<file path="src/rtl/kp_pkg.sv">
// Shared keypad definitions: matrix size, scanner states, one-cold row decode.
// Latency: n/a (types, constants and a combinational helper only).
// Backpressure: n/a.
package kp_pkg;

    localparam int NUM_ROWS = 4;
    localparam int NUM_COLS = 4;
    localparam int KEY_W    = 4;

    typedef enum logic [1:0] {
        SCAN,
        DEBOUNCE,
        HELD,
        RELEASE
    } kp_state_t;

    typedef struct packed {
        logic       vld;    // exactly one row line low
        logic [1:0] idx;    // index of the low row line
    } row_dec_t;

    // A row vector is only usable when exactly one line is low; all-high
    // is "no key" and two or more low lines are ghosting, both invalid.
    function automatic row_dec_t row_decode(input logic [NUM_ROWS-1:0] r);
        row_dec_t res;
        int       zeros;
        res   = '0;
        zeros = 0;
        for (int i = 0; i < NUM_ROWS; i++) begin
            if (!r[i]) begin
                zeros   = zeros + 1;
                res.idx = 2'(i);
            end
        end
        res.vld = (zeros == 1);
        return res;
    endfunction

endpackage

</file>
<file path="src/rtl/kp_scanner_if.sv">
// Keypad bundle: row sense lines in, column strobes plus key code/enable out.
// Latency: n/a (wiring only).
// Backpressure: none; the consumer latches d on the falling edge of ena.
//
// Ports (master = scanner side):
//   row  in  active-low row sense lines, asynchronous to the scanner clock
//   col  out active-low column strobes, one-cold
//   d    out key code row_idx*4 + col_idx
//   ena  out high while a debounced key is held
interface kp_scanner_if;
    import kp_pkg::*;

    logic [NUM_ROWS-1:0] row;
    logic [NUM_COLS-1:0] col;
    logic [KEY_W-1:0]    d;
    logic                ena;

    modport master (input row, output col, output d, output ena);
    modport slave  (output row, input col, input d, input ena);
endinterface

</file>
<file path="src/rtl/kp_sync.sv">
// Two-flop synchroniser for a bus of independent asynchronous level signals.
// Latency: 2 clk cycles from din to dout.
// Backpressure: none; samples every cycle.
//
// Ports: clk, rst_n (async active-low, resets to all-ones = keys released),
//        din (asynchronous input), dout (synchronised output).
module kp_sync
    import kp_pkg::*;
#(
    parameter int W = NUM_ROWS
) (
    input  logic         clk,
    input  logic         rst_n,
    input  logic [W-1:0] din,
    output logic [W-1:0] dout
);

    logic [W-1:0] meta;

    always_ff @(posedge clk or negedge rst_n) begin
        if (!rst_n) begin
            meta <= '1;
            dout <= '1;
        end else begin
            meta <= din;
            dout <= meta;
        end
    end

endmodule

</file>
<file path="src/rtl/kp_scanner.sv">
// 4x4 keypad scanner: strobes columns, debounces one key, presents code on d with ena.
// Latency: press = 2 sync + window remainder + (DEB_CNT-1)*SCAN_DIV + 1 cycles to ena rise.
// Backpressure: none; downstream latch captures d on ena fall, d never changes then.
//
// Ports: clk, rst_n (async active-low), kp (kp_scanner_if.master: row in, col/d/ena out).
// Parameters: SCAN_DIV (cycles per column window, >=3), DEB_CNT (1..255 matching samples),
//             REPEAT_CNT (held samples between auto-repeat strobes).
// Optional feature macro: KP_SCAN_REPEAT_EN enables auto-repeat ena pulses while held.
module kp_scanner
    import kp_pkg::*;
#(
    parameter int SCAN_DIV   = 1000,
    parameter int DEB_CNT    = 4,
    parameter int REPEAT_CNT = 250
) (
    input  logic         clk,
    input  logic         rst_n,
    kp_scanner_if.master kp
);

    localparam int WW = $clog2(SCAN_DIV);

    function automatic logic [7:0] sat_inc8(input logic [7:0] v);
        return (v == 8'hFF) ? v : v + 8'd1;
    endfunction

    kp_state_t           state;
    logic [WW-1:0]       wcnt;
    logic [NUM_ROWS-1:0] row_s;
    logic [NUM_ROWS-1:0] rec_row;
    logic [1:0]          row_idx;
    logic [1:0]          col_idx;
    logic [NUM_COLS-1:0] col_q;
    logic [KEY_W-1:0]    d_q;
    logic                ena_q;
    logic [7:0]          deb_cnt;
    logic [7:0]          rel_cnt;
    logic [7:0]          deb_inc;
    logic [7:0]          rel_inc;
    logic                sample;
    logic                all_high;
    row_dec_t            dec;

    kp_sync #(.W(NUM_ROWS)) u_sync (
        .clk   (clk),
        .rst_n (rst_n),
        .din   (kp.row),
        .dout  (row_s)
    );

    // The sample is the synchronised rows on the last cycle of a window, which
    // leaves at least one settled cycle after the column strobe changed.
    assign sample   = (wcnt == WW'(SCAN_DIV - 1));
    assign dec      = row_decode(row_s);
    assign all_high = (row_s == '1);
    assign deb_inc  = sat_inc8(deb_cnt);
    assign rel_inc  = sat_inc8(rel_cnt);

`ifdef KP_SCAN_REPEAT_EN
    function automatic logic [15:0] sat_inc16(input logic [15:0] v);
        return (v == 16'hFFFF) ? v : v + 16'd1;
    endfunction

    logic [15:0] rep_cnt;
    logic [15:0] rep_inc;
    assign rep_inc = sat_inc16(rep_cnt);
`else
    logic unused_rep;
    assign unused_rep = ^REPEAT_CNT;
`endif

    always_ff @(posedge clk or negedge rst_n) begin
        if (!rst_n) begin
            state   <= SCAN;
            wcnt    <= '0;
            rec_row <= '1;
            row_idx <= '0;
            col_idx <= '0;
            col_q   <= 4'b1110;
            d_q     <= '0;
            ena_q   <= 1'b0;
            deb_cnt <= '0;
            rel_cnt <= '0;
`ifdef KP_SCAN_REPEAT_EN
            rep_cnt <= '0;
`endif
        end else begin
            wcnt <= sample ? '0 : wcnt + 1'b1;
            case (state)
                SCAN: begin
                    if (sample) begin
                        if (dec.vld) begin
                            rec_row <= row_s;
                            row_idx <= dec.idx;
                            deb_cnt <= 8'd1;
                            if (DEB_CNT <= 1) begin
                                // Single-sample debounce: accept immediately.
                                d_q     <= {dec.idx, col_idx};
                                ena_q   <= 1'b1;
                                rel_cnt <= '0;
`ifdef KP_SCAN_REPEAT_EN
                                rep_cnt <= '0;
`endif
                                state   <= HELD;
                            end else begin
                                state   <= DEBOUNCE;
                            end
                        end else begin
                            col_q   <= {col_q[NUM_COLS-2:0], col_q[NUM_COLS-1]};
                            col_idx <= col_idx + 2'd1;
                        end
                    end
                end

                DEBOUNCE: begin
                    if (sample) begin
                        if (row_s == rec_row) begin
                            deb_cnt <= deb_inc;
                            if (deb_inc >= 8'(DEB_CNT)) begin
                                d_q     <= {row_idx, col_idx};
                                ena_q   <= 1'b1;
                                rel_cnt <= '0;
`ifdef KP_SCAN_REPEAT_EN
                                rep_cnt <= '0;
`endif
                                state   <= HELD;
                            end
                        end else begin
                            col_q   <= {col_q[NUM_COLS-2:0], col_q[NUM_COLS-1]};
                            col_idx <= col_idx + 2'd1;
                            state   <= SCAN;
                        end
                    end
                end

                HELD: begin
`ifdef KP_SCAN_REPEAT_EN
                    // Repeat strobe lasts one cycle; a window is always >= 3
                    // cycles so this never collides with the next sample.
                    if (!ena_q) ena_q <= 1'b1;
`endif
                    if (sample) begin
                        rel_cnt <= all_high ? rel_inc : 8'd0;
                        if (all_high && rel_inc >= 8'(DEB_CNT)) begin
                            ena_q <= 1'b0;
                            state <= RELEASE;
                        end
`ifdef KP_SCAN_REPEAT_EN
                        else if (!all_high) begin
                            if (rep_inc >= 16'(REPEAT_CNT)) begin
                                ena_q   <= 1'b0;
                                rep_cnt <= '0;
                            end else begin
                                rep_cnt <= rep_inc;
                            end
                        end else begin
                            rep_cnt <= '0;
                        end
`endif
                    end
                end

                RELEASE: begin
                    wcnt    <= '0;
                    col_q   <= {col_q[NUM_COLS-2:0], col_q[NUM_COLS-1]};
                    col_idx <= col_idx + 2'd1;
                    state   <= SCAN;
                end

                default: begin
                    wcnt  <= '0;
                    state <= SCAN;
                end
            endcase
        end
    end

    assign kp.col = col_q;
    assign kp.d   = d_q;
    assign kp.ena = ena_q;

endmodule
</file>
<file path="src/flat_wrapper.sv">
// flat-port wrapper written by rule: the top's interface ports become plain ports
module kp_scanner_flat import kp_pkg::*;
#(
    parameter int SCAN_DIV   = 1000,
    parameter int DEB_CNT    = 4,
    parameter int REPEAT_CNT = 250
)
  (clk, rst_n, kp_row, kp_col, kp_d, kp_ena);
  kp_scanner_if kp_i ();
  input  logic clk;
  input  logic rst_n;
  input wire logic [$bits(kp_i.row)-1:0] kp_row;
  output wire logic [$bits(kp_i.col)-1:0] kp_col;
  output wire logic [$bits(kp_i.d)-1:0] kp_d;
  output wire logic [$bits(kp_i.ena)-1:0] kp_ena;
  assign kp_i.row = kp_row;
  assign kp_col = kp_i.col;
  assign kp_d = kp_i.d;
  assign kp_ena = kp_i.ena;
  kp_scanner #(.SCAN_DIV(SCAN_DIV), .DEB_CNT(DEB_CNT), .REPEAT_CNT(REPEAT_CNT)) u_core (.clk(clk), .rst_n(rst_n), .kp(kp_i));
endmodule
</file>
<file path="config.mk">
export PLATFORM = sky130hd
export DESIGN_NAME = kp_scanner_flat
export DESIGN_NICKNAME = d
export VERILOG_FILES = /design/src/rtl/kp_pkg.sv /design/src/rtl/kp_scanner_if.sv /design/src/rtl/kp_sync.sv /design/src/rtl/kp_scanner.sv /design/src/flat_wrapper.sv
export SDC_FILE = /design/constraint.sdc
export NUM_CORES = 1
export LEC_CHECK = 0
export CELL_PAD_IN_SITES_DETAIL_PLACEMENT = 0
export CELL_PAD_IN_SITES_GLOBAL_PLACEMENT = 2
export CORE_MARGIN = 8
export CORE_UTILIZATION = 43
export DETAILED_ROUTE_END_ITERATION = 6
export GPL_ROUTABILITY_DRIVEN = 0
export GPL_TIMING_DRIVEN = 0
export HOLD_SLACK_MARGIN = 0.06
export PLACE_DENSITY_LB_ADDON = 0.1
export SLEW_MARGIN = 15
export SYNTH_ARGS = -nofsm -noshare
export SYNTH_HDL_FRONTEND = slang
export SYNTH_SLANG_ARGS = --single-unit
</file>
<file path="constraint.sdc">
create_clock -name clk -period 5.1 [get_ports clk]
set_clock_uncertainty 0.2 [all_clocks]
set_input_delay 0.765 -clock clk [delete_from_list [all_inputs] [get_ports clk]]
set_output_delay 0.765 -clock clk [all_outputs]
set_load 0.05 [all_outputs]
</file>
==> results_dict.tcl <==
set metrics [dict create \
    status "finished, final reports clean" \
    critPathLaunchType "flip-flop" \
    die_width_microns 98.9 \
    grtUsageTotal 0.130 \
    fillers 621 \
    ys_types 54 \
    drt-wirelength-per-cell_microns 15.7 \
    r2r_slack_ns 1.72 \
    core_sq_um 6720 \
    antenna_left 0 \
    drt_iter0_markers 141 \
    grt_pass1_wl_mm 10.5 \
    drt-total-wl_mm 6.07 \
    path_max_fanout 10 \
    syn_avg_cell_area_sq_um 10.4 \
    p_per_area_nw_per_um2 227 \
    cts-root-buf "clkbuf_8" \
    path_class "flip-flop to flip-flop" \
    ys_top_cells_by_area "dfrtp_1 32%, dfstp_2 13%, ha_1 5.1%" \
    fmaxAchievable_ghz 0.296 \
    ios 15 \
    hold_viol 0 \
    final_util 0.492 \
    hold_class "flip-flop to flip-flop" \
    grt_pass1_vias 2174 \
    clk_pin_slew_ns 0.10 \
    synth_adder_area_share 0.0508 \
    synth_top_area_share 0.321 \
    synthSimpleGateAreaFrac 0.169 \
    power_mw 0.749 \
    htreeDepth 2 \
    synth_seq_cells 53 \
    tightest_slew_ns 1.07 \
    synthXorXnorAreaFrac 0.0529 \
    hold_path_end "u_core.u_sync.dout[3]$_DFF_PN1_" \
    start_util 0.440 \
    max-cap-violations 0 \
    ff2ff_path_depth 10 \
    dpl_cell_area_sq_um 3200 \
    grt_overflow 0 \
    synth_compound_area_frac 0.180 \
    die_h_microns 98.9 \
    syn_nets 302 \
    multi_input_area_sq_um 1500 \
    setup_viol 0 \
    synth_top_family_by_area "compound AO/OA/AOI/OAI gates" \
    required_ns 5.10 \
    firstDrtPassIters 4 \
    reg2reg_from "u_core.u_sync.dout[0]$_DFF_PN1_" \
    syn_inst 284 \
    antenna_cells 0 \
    vias 2185 \
    postLayoutCellArea_sq_um 3310 \
    drc 0 \
    synth_mux_area_frac 0.0537 \
    ff_latch_area_sq_um 1350 \
    slew_headroom 0.279 \
    post-route-period-util 0.663 \
    cts_hold_buffers 0 \
    yosysWarnings 0 \
    p_leak_nw 1.34 \
    grt_antenna_before_repair 0 \
    clkLatencyLatePin_ns 0.31 \
    final.setup.worst_slack_ns 1.72 \
    port-buffer-count 14 \
    cts_resized 0 \
    syn-cell-area_sq_um 2960 \
    worstPathArrival_ns 3.38 \
    rsz0062_at_grt "no" \
    cts-buffers-inserted 5 \
    worstHoldStart "u_core.u_sync.meta[3]$_DFF_PN1_" \
    cp-end-kind "flip-flop" \
    min_path_cells 0 \
    final.setup.tns_ns 0 \
    ir_worst_vdd_mv 0.122 \
    synth_flop_cell "dfrtp_1" \
    r2r_end "u_core.deb_cnt[1]$_DFFE_PN0P_" \
    syn_to_final_growth_pct 11.8 \
    min_period_ns 3.38 \
    cts.sinks 53 \
    drv_slew 0 \
    clock_path_buffers 2 \
    ys_seq_area_frac 0.455 \
    detailedPlacementHpwl_mm 4.17 \
    layout-drive-gt1-share 0.173 \
    grt_max_degree 54 \
    async_reset_ff_frac 1.00 \
    place_ws_ns 1.71 \
    synth_edf_count 0 \
    num_rows 30 \
    die-area_sq_um 9790 \
    synth_top_area_cell "dfrtp_1" \
    routed_via_density 5.66 \
    cts_tree "yes" \
    fin_nets 323 \
    postCtsSetupBuffers 0 \
]
-- report_power, final --
part	switching [mW]	internal [mW]	total [mW]
Clock	0.152	0.130	0.282
Sequential	0.00217	0.426	0.428
Combinational	0.0251	0.0139	0.0390
Total	0.179	0.570	0.749
-- cell usage after synthesis, drive strengths merged (3+ instances only) --
cell type   n
and3        6
nor2b       3
buf         4
clkbuf      4
o211ai      3
nor3        6
dfrtp      38
nand2      14
o21ai      15
dfstp      15
mux2       12
nand3       9
inv        20
a41oi       8
a2bb2oi     4
nor2       27
a21oi      14
nand4       5
a31oi       7
xor2        5
o22a        3
a2111oi     4
xnor2      12
ha         12
-- metrics by stage --
step / hold WS [ns] / std cells
floorplan: 0.145 / 284
global placement: 0.146 / 378
detailed placement: 0.149 / 378
CTS: 0.163 / 386
global route: 0.170 / 386
finish: 0.161 / 386
-- worst max-delay path by stage --
stage	cells after the start	from	end	slack, ns
2_1_floorplan	9	u_core.u_sync.dout[0]$_DFF_PN1_	u_core.kp.col[0]$_DFFE_PN0P_	2.02
3_3_place_gp	1	rst_n	u_core.deb_cnt[5]$_DFFE_PN0P_	1.42
3_5_place_dp	10	u_core.u_sync.dout[0]$_DFF_PN1_	u_core.deb_cnt[1]$_DFFE_PN0P_	1.71
4_1_cts	10	u_core.u_sync.dout[0]$_DFF_PN1_	u_core.deb_cnt[1]$_DFFE_PN0P_	1.69
5_1_grt	10	u_core.u_sync.dout[1]$_DFF_PN1_	u_core.deb_cnt[1]$_DFFE_PN0P_	1.48
6_report	10	u_core.u_sync.dout[0]$_DFF_PN1_	u_core.deb_cnt[1]$_DFFE_PN0P_	1.72
-- flip-flops by register name, indices dropped and copies added, names as in the netlist, named ones only --
signal,count
u_core.col_idx,2
u_core.deb_cnt,8
u_core.kp.col,4
u_core.kp.d,4
u_core.kp.ena,1
u_core.rec_row,4
u_core.rel_cnt,8
u_core.row_idx,2
u_core.state,1
u_core.u_sync.dout,4
u_core.u_sync.meta,4
u_core.wcnt,10
-- critical path, cell delays in order, from the launching register on --
cell and delay [ns]:
dfstp_2 0.58, inv_1 0.05, ha_1 0.37, xnor2_1 0.16
ha_1 0.31, nor4b_1 0.49, nor4_4 0.14, o21ai_2 0.46
and3_1 0.22, buf_2 0.20, o211ai_1 0.10
-- logic make-up after synthesis --
family          after synthesis
simple gates                 90
fa+ha+maj                    12
mux                          14
buf+inv                      28
compound gates               70
xor+xnor                     17
flops                        53
-- metal layers --
metal,GRT usage,up-vias,share of wire
met4,0.0366,0,0.0099
met2,0.204,33,0.44
met1,0.174,1066,0.51
li1,-,1080,-
met3,0.0303,6,0.039
met5,0,-,0
-- area by class of cell --
type                       count  share of cell area
buffer                         8              0.0121
clock buffer                   6              0.0284
clock inverter                 2             0.00530
inverter                      20              0.0227
multi-input combinational    203               0.453
sequential                    53               0.407
tap                           80              0.0303
timing repair buffer          14              0.0416
-- layout by cell type (no fill, tap or decap), types with 7 or more instances in the layout --
cell	instances
nand2_1	14
a21oi_1	14
o21ai_0	12
mux2_2	12
ha_1	12
nor2_1	26
inv_1	20
nand3_1	9
clkdlybuf4s50_1	13
a31oi_1	7
a41oi_1	8
xnor2_1	11
dfstp_2	15
dfrtp_1	38
(Power assumes the default switching activity.)
==> RTL change 1: new RTL, same settings <==
The package constant `NUM_ROWS` goes from 4 to 8.
--- a/src/rtl/kp_pkg.sv
+++ b/src/rtl/kp_pkg.sv
@@ -3,7 +3,7 @@
 // Backpressure: n/a.
 package kp_pkg;
 
-    localparam int NUM_ROWS = 4;
+    localparam int NUM_ROWS = 8;
     localparam int NUM_COLS = 4;
     localparam int KEY_W    = 4;
 
Interface: changed (resized kp_row); port bits go from 15 to 19. No check against the original RTL was run, so the function may have changed too.
==> RTL change 1 against the original RTL <==
The flow now finishes with violations (negative setup slack); setup slack got worse by 1.8 ns; sequential share of layout area decreased by 4.1 points; sequential cell count increased by 12; worst hold slack got worse by 0.077 ns; count of clock-buffer cells in the layout increased by 4; routed wire length increased by 28%; cell area increased by 37%; area after synthesis increased by 25%; highest routed layer unchanged.
Power is not compared: it rests on default switching activity, and its combinational part moved more than twofold at a synthesized area within 25%.
==> RTL change 1: results <==
metrics = {
    "final_layout": {
        "finalNonFillerCells": 518,
        "largest_reg_flops": 10,
        "antennaDiodeCount": 0,
        "largest_register": "u_core.wcnt",
        "drive_gt1_share_pct": 30.3,
        "nets": 434,
    },
    "place": {
        "placed_cells": 487,
        "dp_hpwl_mm": 5.35,
        "io_buffers": 18,
    },
    "clock_network": {
        "cts_buffers": 9,
        "htreeDepth": 3,
        "clkSlewWorstSetupHoldPaths_ns": 0.08,
        "cts_root_buf": "clkbuf_8",
        "clockBufferDepth": 2,
        "clk_latency_ns": 0.35,
    },
    "worst_setup_path": {
        "crit_family": "adder cells",
        "cpMaxStageDelayCell": "dfstp_2",
        "arrival_ns": 5.17,
        "crit_fanout": 5,
        "critPathMaxStageDelay_ns": 0.60,
    },
    "grt": {
        "grt_max_degree": 47,
        "grt_pass1_wl_mm": 13.5,
        "antenna_found_initial": 0,
        "track_usage_pct": 14.4,
    },
    "yosys": {
        "synthTopCellsByArea": "dfrtp_1 26%, dfstp_2 19%, mux2_2 5.5%",
        "async_flop_share_pct": 100,
        "synth.net_count": 389,
        "ys_types": 59,
        "yosysSeqAreaShare_pct": 45.0,
        "postSynthCellCount": 363,
        "ys_warn_count": 0,
        "ys_top_cells_by_count": "42 x nor2_1, 38 x dfrtp_1, 31 x nand2_1",
        "synth_flop_cell": "dfrtp_1",
    },
    "outcome": {
        "status": "finished with violations",
        "violations": "negative setup slack",
    },
    "timing": {
        "setup_violations": 8,
        "setup_tns_ns": -0.128,
        "max_slew_margin_pct": 36.0,
        "fin_ws_ns": -0.0366,
    },
    "pwr": {
        "max-vdd-ir-drop_mv": 0.149,
        "leakage_nw": 1.97,
    },
    "detailed_routing": {
        "drtPass1Iterations": 4,
        "vias": 2769,
        "drt_wl_total_mm": 7.75,
        "drt-initial-drc-count": 124,
    },
    "worst_hold_path": {
        "hold_class": "input port to asynchronous set/reset pin",
    },
}
-- RTL change 1: cell types whose count changed after synthesis, sizes merged, moves of 7 or more --
cell	change
xor2	+12
nand2	+18
nor2	+15
a21oi	+8
dfstp	+12
inv	-7
-- RTL change 1: stage by stage --
step                      instance area, µm²  utilization (%)  worst slack, ns
after floorplan                         3770                -          -0.0496
after global placement                  4080             49.4           -0.436
after detailed placement                4110             49.7           -0.524
after CTS                               4430             53.7           -0.143
after global routing                    4540             55.0           -0.288
final                                   4540             55.0          -0.0366
-- RTL change 1: routing by layer --
layer  GRT usage, %  wire [µm]
met1           18.7       3730
met4           6.94        125
met5              0          0
met2           22.8       3680
met3           2.32        210
-- RTL change 1: final timing paths --
check | endpoint | from | slack (ns) | cells past startpoint
max | u_core.row_idx[1]$_DFFE_PN0P_ | u_core.u_sync.dout[1]$_DFF_PN1_ | -0.04 | 24
min | u_core.kp.d[3]$_DFFE_PN0P_ | rst_n | 0.08 | 1
max reg2reg | u_core.row_idx[1]$_DFFE_PN0P_ | u_core.u_sync.dout[1]$_DFF_PN1_ | -0.04 | 24
min reg2reg | u_core.u_sync.dout[2]$_DFF_PN1_ | u_core.u_sync.meta[2]$_DFF_PN1_ | 0.16 | 0
max in group asynchronous | u_core.u_sync.meta[6]$_DFF_PN1_ | rst_n | 4.03 | 2
min in group clk | u_core.u_sync.dout[2]$_DFF_PN1_ | u_core.u_sync.meta[2]$_DFF_PN1_ | 0.16 | 0
-- RTL change 1: power by group --
part           switching, mW  total, mW  internal, mW
combinational          0.141      0.282         0.140
clock                  0.228      0.443         0.215
sequential           0.00348      0.531         0.527
-- RTL change 1: final cells by class --
type	count	area, µm²
plain buffers	12	51.3
clock buffers	10	149
repair buffers	34	325
well taps	105	131
flip-flops and latches	65	1660
clock inverters	6	53.8
fillers	742	3720
multi-input cells	273	2120
inverters	13	48.8
-- RTL change 1: logic make-up after synthesis --
logic type / synth area share (%)
buf+inv: 2.82
fa+ha+maj: 5.43
simple gates: 17.6
flops: 45.0
mux: 6.92
xor+xnor: 8.42
compound gates: 13.8
-- RTL change 1: what timing repair did --
| action | CTS | global route |
|---|---|---|
| pin swaps | 12 | 16 |
| hold buffers | 0 | 0 |
| resized for setup | 14 | 17 |
| setup endpoints to repair | 26 | 26 |
| setup buffers | 8 | 7 |
| cloned | 1 | 0 |
==> RTL change 2: new RTL, same flow settings <==
Made on the original files. Make the reset (`rst_n`) synchronous in 2 clocked blocks. Comments in the files are not updated.
--- a/src/rtl/kp_sync.sv
+++ b/src/rtl/kp_sync.sv
@@ -17,7 +17,7 @@
 
     logic [W-1:0] meta;
 
-    always_ff @(posedge clk or negedge rst_n) begin
+    always_ff @(posedge clk) begin
         if (!rst_n) begin
             meta <= '1;
             dout <= '1;
--- a/src/rtl/kp_scanner.sv
+++ b/src/rtl/kp_scanner.sv
@@ -69,7 +69,7 @@
     assign unused_rep = ^REPEAT_CNT;
 `endif
 
-    always_ff @(posedge clk or negedge rst_n) begin
+    always_ff @(posedge clk) begin
         if (!rst_n) begin
             state   <= SCAN;
             wcnt    <= '0;
Formal check against the unedited RTL: no difference found for any inputs over 10 cycles, from zero or initial values and one cycle with rst_n low; that may be too few to reach the edited logic, so the function may still have changed.
==> RTL change 2 against the original RTL <==
Sequential power barely moved; setup slack improved by 0.095 ns; worst hold slack improved by 0.052 ns; area after synthesis fell by 7.1%; utilization fell by 0.16 points; synthesized cell count rose by 12%; routed wire length fell by 1.3%; total power rose by 1.1%; critical path depth did not move; sequential cell count did not move; critical path type unchanged; cell area fell by 6.9%.
==> RTL change 2: results <==
metrics = {
    "outcome": {
        "status": "completed",
    },
    "place": {
        "io_buffers": 14,
        "placed_cells": 408,
        "placed_area_um2": 2980,
        "dp_hpwl_mm": 4.23,
    },
    "yosys": {
        "synth_flop_cell": "dfxtp_1",
        "yosysSeqAreaShare_pct": 38.6,
        "ys_types": 56,
        "syn_area_per_cell_um2": 8.67,
        "synth.area.mux_share_pct": 4.74,
        "synth-compound-area-share_pct": 17.0,
        "yosys.area_share.adder_pct": 5.01,
        "synthXorXnorAreaFrac_pct": 4.46,
        "ys_top_cells_by_count": "53 x dfxtp_1, 34 x nor2_1, 27 x nand2_1",
        "async_flop_share_pct": 0,
        "synth.net_count": 334,
        "ys_warn_count": 0,
        "synthTopCellsByArea": "dfxtp_1 39%, ha_1 5.0%, mux2i_1 4.7%",
    },
    "final_layout": {
        "nets": 355,
        "largest_registers": "u_core.wcnt (10), u_core.deb_cnt (8), u_core.rel_cnt (8)",
        "drive_gt1_share_pct": 8.55,
        "fillCellCount": 643,
        "largest_register": "u_core.wcnt",
    },
    "worst_setup_path": {
        "arrival_ns": 3.31,
        "r2r_cells": 10,
        "startpoint": "u_core.u_sync.dout[1]$_SDFF_PN1_",
        "ff2ff_setup_slack_ns": 1.81,
        "r2r-end": "u_core.deb_cnt[0]$_SDFFE_PN0P_",
        "crit_fanout": 6,
    },
    "grt": {
        "grt_pass1_wl_mm": 10.5,
        "grt_max_degree": 19,
        "use_met2_pct": 22.9,
        "grt_pass1_vias": 2239,
        "use_met3_pct": 2.89,
        "track_usage_pct": 14.3,
        "met1_usage_pct": 19.3,
    },
    "clock_network": {
        "clockBufferDepth": 2,
        "holdBufCountCts": 0,
        "post_cts_resize_count": 0,
        "htreeDepth": 2,
        "cts_buffers": 5,
        "clkSlewWorstSetupHoldPaths_ns": 0.11,
        "cts_setup_buffers": 0,
    },
    "timing": {
        "fmax_mhz": 304,
        "max_slew.worst_pin.slew_ns": 0.724,
    },
    "detailed_routing": {
        "drt-initial-drc-count": 127,
        "viasPerCell": 5.45,
        "drt_wl_total_mm": 5.99,
        "routedWlPerCell_um": 14.4,
    },
    "worst_hold_path": {
        "hold_class": "flop to flop",
    },
    "pwr": {
        "leakage_nw": 1.16,
        "powerDensity_nw_per_um2": 246,
        "p_int_mw": 0.553,
        "max-vdd-ir-drop_mv": 0.137,
        "comb-power_mw": 0.0766,
        "power_frac_seq_pct": 56.4,
    },
}
## RTL change 2: critical path: stages (launching register included)
cell	delay (ns)
dfxtp_1	0.44
inv_1	0.09
ha_1	0.36
xnor2_1	0.16
ha_1	0.23
nor3b_1	0.17
a31oi_1	0.08
o31a_1	0.29
a2111o_1	0.54
or3_1	0.42
a31o_1	0.23
## RTL change 2: worst min path at each step
stage | from | endpoint | slack [ns] | cells past startpoint
after global routing | u_core.u_sync.meta[1]$_SDFF_PN1_ | u_core.u_sync.dout[1]$_SDFF_PN1_ | 0.23 | 1
after CTS | u_core.u_sync.meta[1]$_SDFF_PN1_ | u_core.u_sync.dout[1]$_SDFF_PN1_ | 0.22 | 1
after detailed placement | u_core.u_sync.meta[1]$_SDFF_PN1_ | u_core.u_sync.dout[1]$_SDFF_PN1_ | 0.20 | 1
after global placement | u_core.u_sync.meta[1]$_SDFF_PN1_ | u_core.u_sync.dout[1]$_SDFF_PN1_ | 0.19 | 1
final | u_core.u_sync.meta[1]$_SDFF_PN1_ | u_core.u_sync.dout[1]$_SDFF_PN1_ | 0.21 | 1
after floorplan | u_core.u_sync.meta[0]$_SDFF_PN1_ | u_core.u_sync.dout[0]$_SDFF_PN1_ | 0.19 | 1
## RTL change 2: final cells by class
type	count	area [µm²]	area share (%)
flip-flops and latches	53	1060	34.5
plain buffers	16	76.3	2.48
clock buffers	5	68.8	2.23
clock inverters	3	26.3	0.853
well taps	77	96.3	3.13
inverters	13	48.8	1.58
multi-input cells	235	1560	50.7
repair buffers	14	140	4.55
## RTL change 2: routing by layer
layer / share of wire, % / wire length [µm]
met3: 2.5 / 150
met5: 0 / 0
met2: 45 / 2710
met1: 51 / 3070
met4: 0.99 / 59
